$ cat src/rtl/coherence_bus_ctrl.sv
// Dual-core coherent bus controller: arbitrates icache/dcache requests onto one RAM port,
// snoops every data read and forwards Modified data cache-to-cache with RAM write-back.
// Ports: CLK/nRST; per-core i/d requests, waits and loads; snoop controls ccwait/ccinv/
// ccsnoopaddr; RAM side ramREN/ramWEN/ramaddr/ramstore/ramload/ramstate.
module coherence_bus_ctrl #(
  parameter int CPUS   = 2,
  parameter int WORD_W = 32
) (
  input  logic                   CLK,
  input  logic                   nRST,
  input  logic [CPUS-1:0]        iREN,
  input  logic [CPUS*32-1:0]     iaddr,
  input  logic [CPUS-1:0]        dREN,
  input  logic [CPUS-1:0]        dWEN,
  input  logic [CPUS*32-1:0]     daddr,
  input  logic [CPUS*WORD_W-1:0] dstore,
  input  logic [CPUS-1:0]        ccwrite,
  input  logic [CPUS-1:0]        cctrans,
  output logic [CPUS-1:0]        iwait,
  output logic [CPUS-1:0]        dwait,
  output logic [CPUS*WORD_W-1:0] iload,
  output logic [CPUS*WORD_W-1:0] dload,
  output logic [CPUS-1:0]        ccwait,
  output logic [CPUS-1:0]        ccinv,
  output logic [CPUS*32-1:0]     ccsnoopaddr,
  output logic                   ramREN,
  output logic                   ramWEN,
  output logic [31:0]            ramaddr,
  output logic [WORD_W-1:0]      ramstore,
  input  logic [WORD_W-1:0]      ramload,
  input  logic [1:0]             ramstate
);

  localparam int GW = (CPUS > 1) ? $clog2(CPUS) : 1;

  typedef enum logic [2:0] {
    IDLE, WB, SNOOP, C2C, DRD, IRD
  } state_t;

  typedef enum logic [1:0] {
    FREE, BUSY, ACCESS, ERROR
  } ramstate_t;

  state_t        state;
  state_t        arb_nxt;
  logic [GW-1:0] gnt;
  logic [GW-1:0] rr_ptr;
  logic [GW-1:0] own;
  logic [GW-1:0] arb_idx;
  logic [GW-1:0] own_idx;
  logic [GW-1:0] rr_nxt;
  logic          arb_hit;
  logic          own_hit;
  logic          acc;

  logic [31:0]       g_daddr;
  logic [31:0]       g_iaddr;
  logic [WORD_W-1:0] g_store;
  logic [31:0]       o_daddr;
  logic [WORD_W-1:0] o_store;

  // cctrans is informational only
  logic unused_cctrans;
  assign unused_cctrans = ^cctrans;

  function automatic logic [GW-1:0] rot(
    input logic [GW-1:0] base,
    input int            i
  );
    return GW'((int'(base) + i) % CPUS);
  endfunction

  assign acc     = (ramstate == 2'(ACCESS));
  assign rr_nxt  = rot(gnt, 1);
  assign g_daddr = daddr[int'(gnt)*32 +: 32];
  assign g_iaddr = iaddr[int'(gnt)*32 +: 32];
  assign g_store = dstore[int'(gnt)*WORD_W +: WORD_W];
  assign o_daddr = daddr[int'(own)*32 +: 32];
  assign o_store = dstore[int'(own)*WORD_W +: WORD_W];

  // Later classes override earlier ones, so dWEN > dREN > iREN.
  // Descending scan leaves the core closest at/after rr_ptr.
  always_comb begin
    arb_hit = 1'b0;
    arb_idx = '0;
    arb_nxt = IDLE;
    for (int i = CPUS - 1; i >= 0; i--) begin
      if (iREN[rot(rr_ptr, i)]) begin
        arb_hit = 1'b1;
        arb_idx = rot(rr_ptr, i);
        arb_nxt = IRD;
      end
    end
    for (int i = CPUS - 1; i >= 0; i--) begin
      if (dREN[rot(rr_ptr, i)]) begin
        arb_hit = 1'b1;
        arb_idx = rot(rr_ptr, i);
        arb_nxt = SNOOP;
      end
    end
    for (int i = CPUS - 1; i >= 0; i--) begin
      if (dWEN[rot(rr_ptr, i)]) begin
        arb_hit = 1'b1;
        arb_idx = rot(rr_ptr, i);
        arb_nxt = WB;
      end
    end
  end

  // A snooped core answering with dWEN holds the block Modified.
  always_comb begin
    own_hit = 1'b0;
    own_idx = '0;
    for (int i = CPUS - 1; i >= 1; i--) begin
      if (dWEN[rot(gnt, i)]) begin
        own_hit = 1'b1;
        own_idx = rot(gnt, i);
      end
    end
  end

  always_ff @(posedge CLK or negedge nRST) begin
    if (!nRST) begin
      state  <= IDLE;
      gnt    <= '0;
      rr_ptr <= '0;
      own    <= '0;
    end else begin
      unique case (state)
        IDLE: begin
          if (arb_hit) begin
            gnt   <= arb_idx;
            state <= arb_nxt;
          end
        end
        SNOOP: begin
          if (own_hit) begin
            own   <= own_idx;
            state <= C2C;
          end else begin
            state <= DRD;
          end
        end
        WB, C2C, DRD, IRD: begin
          if (acc) begin
            state  <= IDLE;
            rr_ptr <= rr_nxt;
          end
        end
        default: state <= IDLE;
      endcase
    end
  end

  always_comb begin
    iwait       = '1;
    dwait       = '1;
    ccwait      = '0;
    ccinv       = '0;
    ccsnoopaddr = '0;
    ramREN      = 1'b0;
    ramWEN      = 1'b0;
    ramaddr     = '0;
    ramstore    = '0;
    for (int k = 0; k < CPUS; k++) begin
      iload[k*WORD_W +: WORD_W] = ramload;
      dload[k*WORD_W +: WORD_W] = ramload;
    end
    unique case (state)
      WB: begin
        ramWEN   = 1'b1;
        ramaddr  = g_daddr;
        ramstore = g_store;
        if (acc) dwait[gnt] = 1'b0;
      end
      SNOOP: begin
        for (int i = 1; i < CPUS; i++) begin
          ccwait[rot(gnt, i)] = 1'b1;
          ccinv[rot(gnt, i)]  = ccwrite[gnt];
          ccsnoopaddr[int'(rot(gnt, i))*32 +: 32] = g_daddr;
        end
      end
      C2C: begin
        ccwait[own] = 1'b1;
        ccsnoopaddr[int'(own)*32 +: 32] = g_daddr;
        ramWEN   = 1'b1;
        ramaddr  = o_daddr;
        ramstore = o_store;
        dload[int'(gnt)*WORD_W +: WORD_W] = o_store;
        if (acc) begin
          dwait[gnt] = 1'b0;
          dwait[own] = 1'b0;
        end
      end
      DRD: begin
        ramREN  = 1'b1;
        ramaddr = g_daddr;
        if (acc) dwait[gnt] = 1'b0;
      end
      IRD: begin
        ramREN  = 1'b1;
        ramaddr = g_iaddr;
        if (acc) iwait[gnt] = 1'b0;
      end
      default: ;
    endcase
  end

endmodule
$ cat config.mk
export PLATFORM = sky130hd
export DESIGN_NAME = coherence_bus_ctrl
export DESIGN_NICKNAME = d
export VERILOG_FILES = /design/src/rtl/coherence_bus_ctrl.sv
export SDC_FILE = /design/constraint.sdc
export NUM_CORES = 1
export LEC_CHECK = 0
export ABC_CLOCK_PERIOD_IN_PS = 1860
export CORE_AREA = 2 2 194 196
export CTS_BUF_LIST = sky130_fd_sc_hd__clkbuf_8
export CTS_CLUSTER_SIZE = 14
export DETAILED_ROUTE_END_ITERATION = 10
export DIE_AREA = 0 0 196 198
export PLACE_DENSITY = 0.45
export SYNTH_ARGS = -nofsm -noshare
export SYNTH_HDL_FRONTEND = slang
export SYNTH_SLANG_ARGS = --single-unit
export TNS_END_PERCENT = 5
$ cat constraint.sdc
create_clock -name CLK -period 1.86 [get_ports CLK]
set_input_delay 0.372 -clock CLK [delete_from_list [all_inputs] [get_ports CLK]]
set_output_delay 0.372 -clock CLK [all_outputs]
set_load 0.05 [all_outputs]
After elaboration in Yosys (flattened, before gate mapping). Index checks and enable logic that the tools add are counted.

Bits in registers: 6. Input bits: 238. Output and inout bits: 266. Word-level logic and storage cells: 113.

$add $sub $neg: 5. $lt $le $gt $ge: 8. Equality and inequality tests: 8. Shifts and indexed selects: 11. Mux-type cells: 59. Bitwise operators: 6. Reduce and logical (&&, ||, !) cells: 12.

Operator list (number): indexed part select 64 x 7 -> 32 bit (5); variable shift 32 x 33 -> 64 bit (first input constant) (3); indexed part select 32 x 33 -> 64 bit (3); bitwise AND 64 bit (2); one-hot mux 64 bit (2 select lines) (1); negator 6 -> 33 bit (3); one-hot mux 32 bit (3 select lines) (1); bitwise mux 64 bit (1); 2-to-1 mux 64 bit (1); one-hot mux 32 bit (2 select lines) (1); 2-to-1 mux 1 bit (35); 2-to-1 mux 3 bit (9); less-than comparator 1 x 2 -> 1 bit (second input constant) (5); one-hot mux 3 bit (3 select lines) (1); 2-to-1 mux 2 bit (4); one-hot mux 2 bit (2 select lines) (2); AND reduction 2 bit (4); == test 3 x 2 -> 1 bit (second input constant) (2); == test 3 bit (second input constant) (2); OR reduction 2 bit (3); bitwise AND 2 bit (2); != test 2 bit (second input constant) (2); inverter 2 bit (2); OR reduction 4 bit (1); 7 further kinds (14).

Depth between registers and ports, before layout. Gate-level depths: netlist of run 1.

Depth in word-level cells: 11. Depth in mapped cells: 9. Depth with buffers taken out: 5.

Least setup slack after synthesis of run 1. OpenSTA, ideal clock, no wires.

Path type: reg-to-output. Start point: register state[2]. End point: output dload[45]. Data arrival time: 2.487 ns. Data required time: 1.488 ns. Setup slack: -0.999 ns. Cell stages (with the launch flop): 9. Buffers on the path: 4. Path through: dfrtp_1 -> buf_6 -> nand2b_1 -> buf_6 -> inv_4 -> nand3_1 -> buf_4 -> clkbuf_1 -> o21ai_0.

Longest elaborated chain between the ends: 2.

Ends and longest elaborated chain: start, declared (RTL line 44) `state_t state;`; start signal, assigned (RTL line 133) `state <= arb_nxt;`; == test 3 x 2 -> 1 bit (RTL line 169) `unique case (state)`; 2-to-1 mux 64 bit (RTL line 169); end, declared (RTL line 22) `output logic [CPUS*WORD_W-1:0] dload,`.

Every way passes these cells.

Final worst setup path of run 1.
Start point: register state[1]. End point: output ramaddr[30].

Longest elaborated chain between the ends: 3. Elaborated cells on any way between the ends: 6. Classes of those cells: 4 x eq/ne; 1 x mux; 1 x reduce/logical.

Ends and longest elaborated chain: == test 3 x 1 -> 1 bit / == test 3 bit (equally long branches) (RTL line 169); OR reduction 2 bit (no source line); one-hot mux 32 bit (3 select lines) (*) (RTL line 169); end, declared (RTL line 28) `output logic [31:0] ramaddr,`.

Mark *: on every way between the ends. The rest lies on a longest branch, timed or not.

==> flow_metrics.env, run 1 <==
export IMPL_rr_worst_depth=4
export IMPL_ir_drop_mv=1.06
export IMPL_dieArea_mm2=0.0388
export IMPL_setup_ws_ns=-0.440
export IMPL_p_int_uw=11800
export IMPL_antenna_left=0
export IMPL_postPlaceCellArea_mm2=0.0145
export IMPL_regToRegSetupSlack_ns=0.21
export IMPL_clkSlewWorstSetupHoldPaths_ns=0.04
export IMPL_switching_share=0.543
export IMPL_final_cell_mix="buf_12, clkdlybuf4s50_1, buf_4"
export IMPL_pwr_share_seq=0.011
export IMPL_cts_hold_buf=0
export IMPL_yosys_warnings=0
export IMPL_critical_path_top_delay_family="compound AO/OA/AOI/OAI gates"
export IMPL_wl_um=33600
export IMPL_grt_max_degree=33
export IMPL_cts_tree="yes"
export IMPL_critPathSlowestCell="a221o_2"
export IMPL_critical_path_buf_inv_count=3
export IMPL_die_x_um=196
export IMPL_area_growth_pct=274
export IMPL_dieHeight_um=198
export IMPL_gp_congestion=0.813
export IMPL_synth_area_mm2=0.00404
export IMPL_clock_fmax_mhz=435
export IMPL_cts_root_buf="clkbuf_8"
export IMPL_start_util=0.109
export IMPL_dpl_hpwl_um=27400
export IMPL_p_clk_frac=0.008
export IMPL_final_common_cell="buf_12"
export IMPL_final_util=0.409
export IMPL_outcome="complete, but fails checks"
export IMPL_cp_max_fo=32
export IMPL_ys_seq_area_frac=0.0372
export IMPL_antenna_found_initial=1
export IMPL_avgSynthCellArea_um2=6.49
export IMPL_firstDrtPassIters=5
export IMPL_clockBufferDepth=2
export IMPL_place_ws_ns=-0.263
export IMPL_grt_pass1_vias=7787
export IMPL_yosys_cell_types_count=39
export IMPL_crit_path_end_kind="primary output"
export IMPL_numCtsBuffers=3
export IMPL_relSlewSlack=0.657
export IMPL_drtIter0Drc=169
export IMPL_setup_violations=198
export IMPL_clkSinkCount=6
export IMPL_track_usage=0.163
export IMPL_drv_cap=0
export IMPL_rsz0062_at_grt="true"
export IMPL_insertion_delay_ns=0.23
export IMPL_skew_ns=0.00791
export IMPL_pin_count=504
export IMPL_maxSlewViolCount=0
export IMPL_crit_chain="buf_4, nand2_4, o22ai_2, buf_12, a221o_2, buf_12"
export IMPL_synth_seq_cells=6
export IMPL_critPathKind="flop to primary output"
export IMPL_grt_pass1_wl_um=48600
export IMPL_final_layout_size_suffix_gt1_frac=0.591
export IMPL_switching_power_uw=13900
export IMPL_critPathLaunchType="flop"
export IMPL_syn_nets=860
export IMPL_synthCells=622
export IMPL_fill_cells=3539
export IMPL_viasPerCell=4.23
export IMPL_design_area_mm2=0.0151
export IMPL_power_leakage_uw=0.00642
export IMPL_period_share=1.24
export IMPL_wl_per_cell_um=20.2
export IMPL_worstMarginPinSlew_ns=0.500
export IMPL_total_power_uw=25700
export IMPL_violations="negative setup slack"
export IMPL_power_density_mw_per_mm2=1700
export IMPL_finalHoldViolCount=0
export IMPL_crit_required_ns=1.49
export IMPL_r2r_end="gnt"
export IMPL_critPathMaxStageDelay_ns=0.50
export IMPL_final_net_count=1430
export IMPL_cp_arrival_ns=1.93
export IMPL_drc=0
export IMPL_crit_top_cell="buf_12"
export IMPL_ctsHtreeMaxLevel=1
export IMPL_num_rows=71
export IMPL_p_comb_frac=0.981
export IMPL_min_period_ns=2.30
export IMPL_setup_tns_ns=-60.83
export IMPL_overflow=0
export IMPL_hold_path_class="input port to async pin"
export IMPL_r2r_start="state[0]"
export IMPL_fp_coreArea_mm2=0.0370
export IMPL_vias=7045
export IMPL_numPortBuffers=501
[cell type report]
cell class / instances / area (um2) / area share
clock buffer: 3 / 41.3 / 0.00273
tap: 474 / 593 / 0.0393
timing repair buffer: 688 / 9500 / 0.629
multi-input combinational: 489 / 4790 / 0.317
clock inverter: 1 / 3.75 / 0.000249
inverter: 4 / 22.5 / 0.00149
sequential: 6 / 156 / 0.0104
antenna: 1 / 2.50 / 0.000166
[Yosys cell counts, drive strengths merged]
library cell / count / area [um2]
nand2b: 6 / 37.5
a221o: 32 / 320
nor2: 74 / 297
buf: 109 / 763
clkbuf: 14 / 52.6
nor2b: 5 / 33.8
mux2i: 64 / 641
a31oi: 2 / 12.5
a22o: 63 / 552
and3: 2 / 12.5
o32ai: 1 / 16.3
nand2: 109 / 417
nor3: 1 / 10.0
nand3: 1 / 5.00
dfrtp: 6 / 150
and2: 1 / 6.26
or3: 3 / 18.8
o31ai: 1 / 7.51
nor3b: 2 / 15.0
a311oi: 1 / 8.76
o21ai: 40 / 200
o221ai: 2 / 17.5
inv: 4 / 17.5
o22ai: 3 / 25.0
mux2: 1 / 11.3
a21oi: 69 / 345
a21boi: 1 / 7.51
nand4: 2 / 12.5
a211oi: 2 / 15.0
xnor2: 1 / 8.76
[worst max path at each step]
| stage | from | to | slack [ns] | depth (start not counted) |
|---|---|---|---|---|
| 6_report | state[1] | ramaddr[30] | -0.44 | 6 |
| 5_1_grt | state[2] | ramaddr[30] | -0.48 | 7 |
| 4_1_cts | state[2] | ramaddr[30] | -0.47 | 7 |
| 3_5_place_dp | state[0] | ramaddr[30] | -0.26 | 6 |
| 3_3_place_gp | gnt | dload[11] | -0.27 | 8 |
| 2_1_floorplan | own | ccwait[1] | -0.21 | 5 |
[through the flow]
stage	instances	hold slack, ns
final	1666	0.398
after global routing	1666	0.413
after CTS	1663	0.405
after detailed placement	1652	0.553
after global placement	1652	0.505
after floorplan	622	0.0764
[power groups by stage]
stage	registers, uW	logic (uW)	clock network (uW)
2_1_floorplan	225	12900	0
3_3_place_gp	278	24900	0
3_5_place_dp	282	24900	0
4_1_cts	279	25300	211
5_1_grt	290	26100	216
6_report	279	25200	204
[layer usage]
metal  vias up  track usage  part of all wire
li1       3345            -                 -
met1      3331        0.169              0.36
met2       343        0.320              0.54
met3        26       0.0504             0.089
met4         0       0.0340             0.020
met5         -            0                 0
[cell families (layout without fill, tap and decap cells)]
group / count (synthesis) / after routing / share of synthesized area
mux: 65 / 65 / 0.161
other cells: 0 / 1 / 0
xor+xnor: 1 / 1 / 0.00217
simple gates: 206 / 206 / 0.214
flops: 6 / 6 / 0.0372
compound gates: 217 / 217 / 0.378
buf+inv: 127 / 696 / 0.206
[registers in the layout (all words and copies together) (netlist names)]
signal	flops
own	1
rr_ptr	1
gnt	1
state	3
[worst reg2reg max path, cell delays in order (launching register included)]
cell and delay, ns:
dfrtp_2 0.44, buf_4 0.21, or3_1 0.38, a31oi_1 0.16, mux2_2 0.35
[what timing repair did]
action / 4_1_cts / 5_1_grt
pin swaps: 37 / 6
buffers inserted: 5 / 0
setup endpoints to repair: 198 / 198
gates resized for setup: 61 / 37
cloned: 2 / 2
(Power assumes the default switching activity.)
==> run 2, diff against run 1 <==
--- a/config.mk
+++ b/config.mk
@@ -15,4 +15,3 @@
 export SYNTH_ARGS = -nofsm -noshare
 export SYNTH_HDL_FRONTEND = slang
 export SYNTH_SLANG_ARGS = --single-unit
-export TNS_END_PERCENT = 5
==> run 2 against run 1 <==
- sequential power is 11% higher
- cell area rose by 12%
- core utilization is 5.0 points higher
- global-route usage is 2.1 points higher
- sequential share of layout area is 0.12 points lower
- power up 14%
- worst setup slack better by 0.018 ns
- first-iteration DRC count fell by 18%
- critical path type unchanged
- cell count grew 3.1%
- clock-buffer cell count did not move
- highest routed layer unchanged
- the flow still finishes with violations (negative setup slack)
- combinational power rose by 15%
==> flow_metrics.env, run 2 (same netlist as run 1, synthesis figures left out) <==
export IMPL_outcome="complete, but fails checks"
export IMPL_violations="negative setup slack"
export IMPL_cts_root_buf="clkbuf_8"
export IMPL_final_net_count=1481
export IMPL_finalHoldViolCount=0
export IMPL_relSlewSlack=0.668
export IMPL_design_area_mm2=0.0170
export IMPL_grt_pass1_wl_um=53600
export IMPL_setup_violations=202
export IMPL_critical_path_top_delay_family="buffers and inverters"
export IMPL_numPortBuffers=501
export IMPL_setup_tns_ns=-66.39
export IMPL_pwr_share_seq=0.011
export IMPL_dp_cells=1627
export IMPL_cts_tree="yes"
export IMPL_critical_path_buf_inv_count=4
export IMPL_antenna_found_initial=1
export IMPL_worstMarginPinSlew_ns=0.484
export IMPL_fp_coreArea_mm2=0.0370
export IMPL_grt_pass1_vias=7915
export IMPL_vias=7473
export IMPL_skew_ns=0.00682
export IMPL_final_util=0.459
export IMPL_num_rows=71
export IMPL_final_layout_size_suffix_gt1_frac=0.680
export IMPL_cts_hold_buf=0
export IMPL_crit_top_cell="buf_12"
export IMPL_start_util=0.109
export IMPL_cp_max_fo=9
export IMPL_grt_max_degree=33
export IMPL_power_density_mw_per_mm2=1730
export IMPL_dieArea_mm2=0.0388
export IMPL_antenna_left=0
export IMPL_critPathKind="flop to primary output"
export IMPL_p_clk_frac=0.007
export IMPL_die_x_um=196
export IMPL_p_comb_frac=0.983
export IMPL_clkSinkCount=6
export IMPL_p_int_uw=14100
export IMPL_critPathMaxStageDelay_ns=0.42
export IMPL_largest_register_ff_count=3
export IMPL_numCtsBuffers=3
export IMPL_dpl_hpwl_um=28900
export IMPL_dr_wl_met2_um=21900
export IMPL_track_usage=0.184
export IMPL_critPathSlowestCell="dfrtp_1"
export IMPL_wl_per_cell_um=22.9
export IMPL_viasPerCell=4.35
export IMPL_drtIter0Drc=139
export IMPL_overflow=0
export IMPL_firstDrtPassIters=4
export IMPL_top_register="state"
export IMPL_switching_share=0.519
export IMPL_wl_met1_um=14100
export IMPL_switching_power_uw=15200
export IMPL_crit_path_end_kind="primary output"
export IMPL_wl_um=39400
export IMPL_critPathLaunchType="flop"
export IMPL_topRoutingLayerUsed="met4"
export IMPL_crit_required_ns=1.49
export IMPL_final_cell_mix="buf_12, clkdlybuf4s50_1, buf_4"
export IMPL_area_growth_pct=320
export IMPL_postPlaceCellArea_mm2=0.0145
export IMPL_gp_congestion=0.874
export IMPL_place_ws_ns=-0.367
export IMPL_ctsHtreeMaxLevel=1
export IMPL_hold_path_class="input port to async pin"
export IMPL_cp_arrival_ns=1.91
export IMPL_power_leakage_uw=0.00717
export IMPL_fin_cells=1717
export IMPL_drc=0
export IMPL_final_common_cell="buf_12"
export IMPL_drv_cap=0
export IMPL_setup_ws_ns=-0.422
export IMPL_clockBufferDepth=2
export IMPL_clkSlewWorstSetupHoldPaths_ns=0.04
export IMPL_rsz0062_at_grt="true"
export IMPL_insertion_delay_ns=0.22
export IMPL_crit_chain="nand2b_4, inv_12, nand2_8, o32ai_4, buf_12, buf_12, a221o_2, buf_12"
export IMPL_maxSlewViolCount=0
export IMPL_met3_length_um=2640
export IMPL_clock_fmax_mhz=438
export IMPL_dieHeight_um=198
export IMPL_pin_count=504
export IMPL_ir_drop_mv=1.08
export IMPL_min_period_ns=2.28
export IMPL_period_share=1.23
-- run 2: changes by cell type in the layout (fill, tap and decap cells not counted), moves of 13 or more --
cell and change:
a22o_1 -16, nor2_1 -15, nand2_4 +35, buf_16 +13, buf_12 +13, nor2_4 +25, nand2_1 -47, buf_6 +15
-- run 2: what timing repair did --
item,in CTS,in global routing
resized for setup,186,125
endpoints found under the hold margin,0,0
gates cloned,17,10
pin swaps,58,73
endpoints found under the setup margin,199,203
buffers inserted,43,21
-- run 2: power groups by stage --
| stage | registers, uW | logic [uW] | clock network [uW] |
|---|---|---|---|
| after global routing | 323 | 29800 | 217 |
| after floorplan | 245 | 13200 | 0 |
| after detailed placement | 298 | 24900 | 0 |
| after CTS | 315 | 27900 | 203 |
| after global placement | 295 | 24800 | 0 |
| final | 310 | 28900 | 199 |
-- run 2: worst paths after layout --
check,start,endpoint,slack [ns],depth (start not counted)
setup / recovery,state[2],ramaddr[14],-0.42,8
max in group asynchronous,nRST,gnt,1.22,1
min in group CLK,rr_ptr,rr_ptr,0.55,2
setup reg to reg,state[1],gnt,-0.12,6
hold / removal,nRST,rr_ptr,0.39,1
hold reg to reg,rr_ptr,rr_ptr,0.55,2
-- run 2: through the flow --
| step | total power (uW) | hold WS (ns) |
|---|---|---|
| after detailed placement | 25200 | 0.536 |
| final | 29400 | 0.393 |
| after global routing | 30400 | 0.413 |
| after CTS | 28500 | 0.405 |
| after floorplan | 13500 | 0.0764 |
| after global placement | 25100 | 0.515 |
-- run 2: area by class of cell --
class / instances / area [um2]
Antenna cell: 1 / 2.50
Clock buffer: 3 / 41.3
Fill cell: 3391 / 20000
Tap cell: 474 / 593
Inverter: 4 / 27.5
Sequential cell: 6 / 155
Clock inverter: 1 / 3.75
Timing Repair Buffer: 738 / 10500
Multi-Input combinational cell: 490 / 5590
-- run 2: layer usage --
metal	track usage	vias up
li1	-	3471
met1	0.194	3619
met2	0.373	349
met3	0.0422	34
met4	0.0306	0
met5	0	-
-- run 2: worst register-to-register path: cells and delay by family (launching register included) --
kind / cells / cell delay [ns]
AO/OA/AOI/OAI: 1 / 0.17
buffers and inverters: 3 / 0.45
flip-flops: 1 / 0.49
multiplexers: 1 / 0.35
AND/OR/NAND/NOR: 1 / 0.38
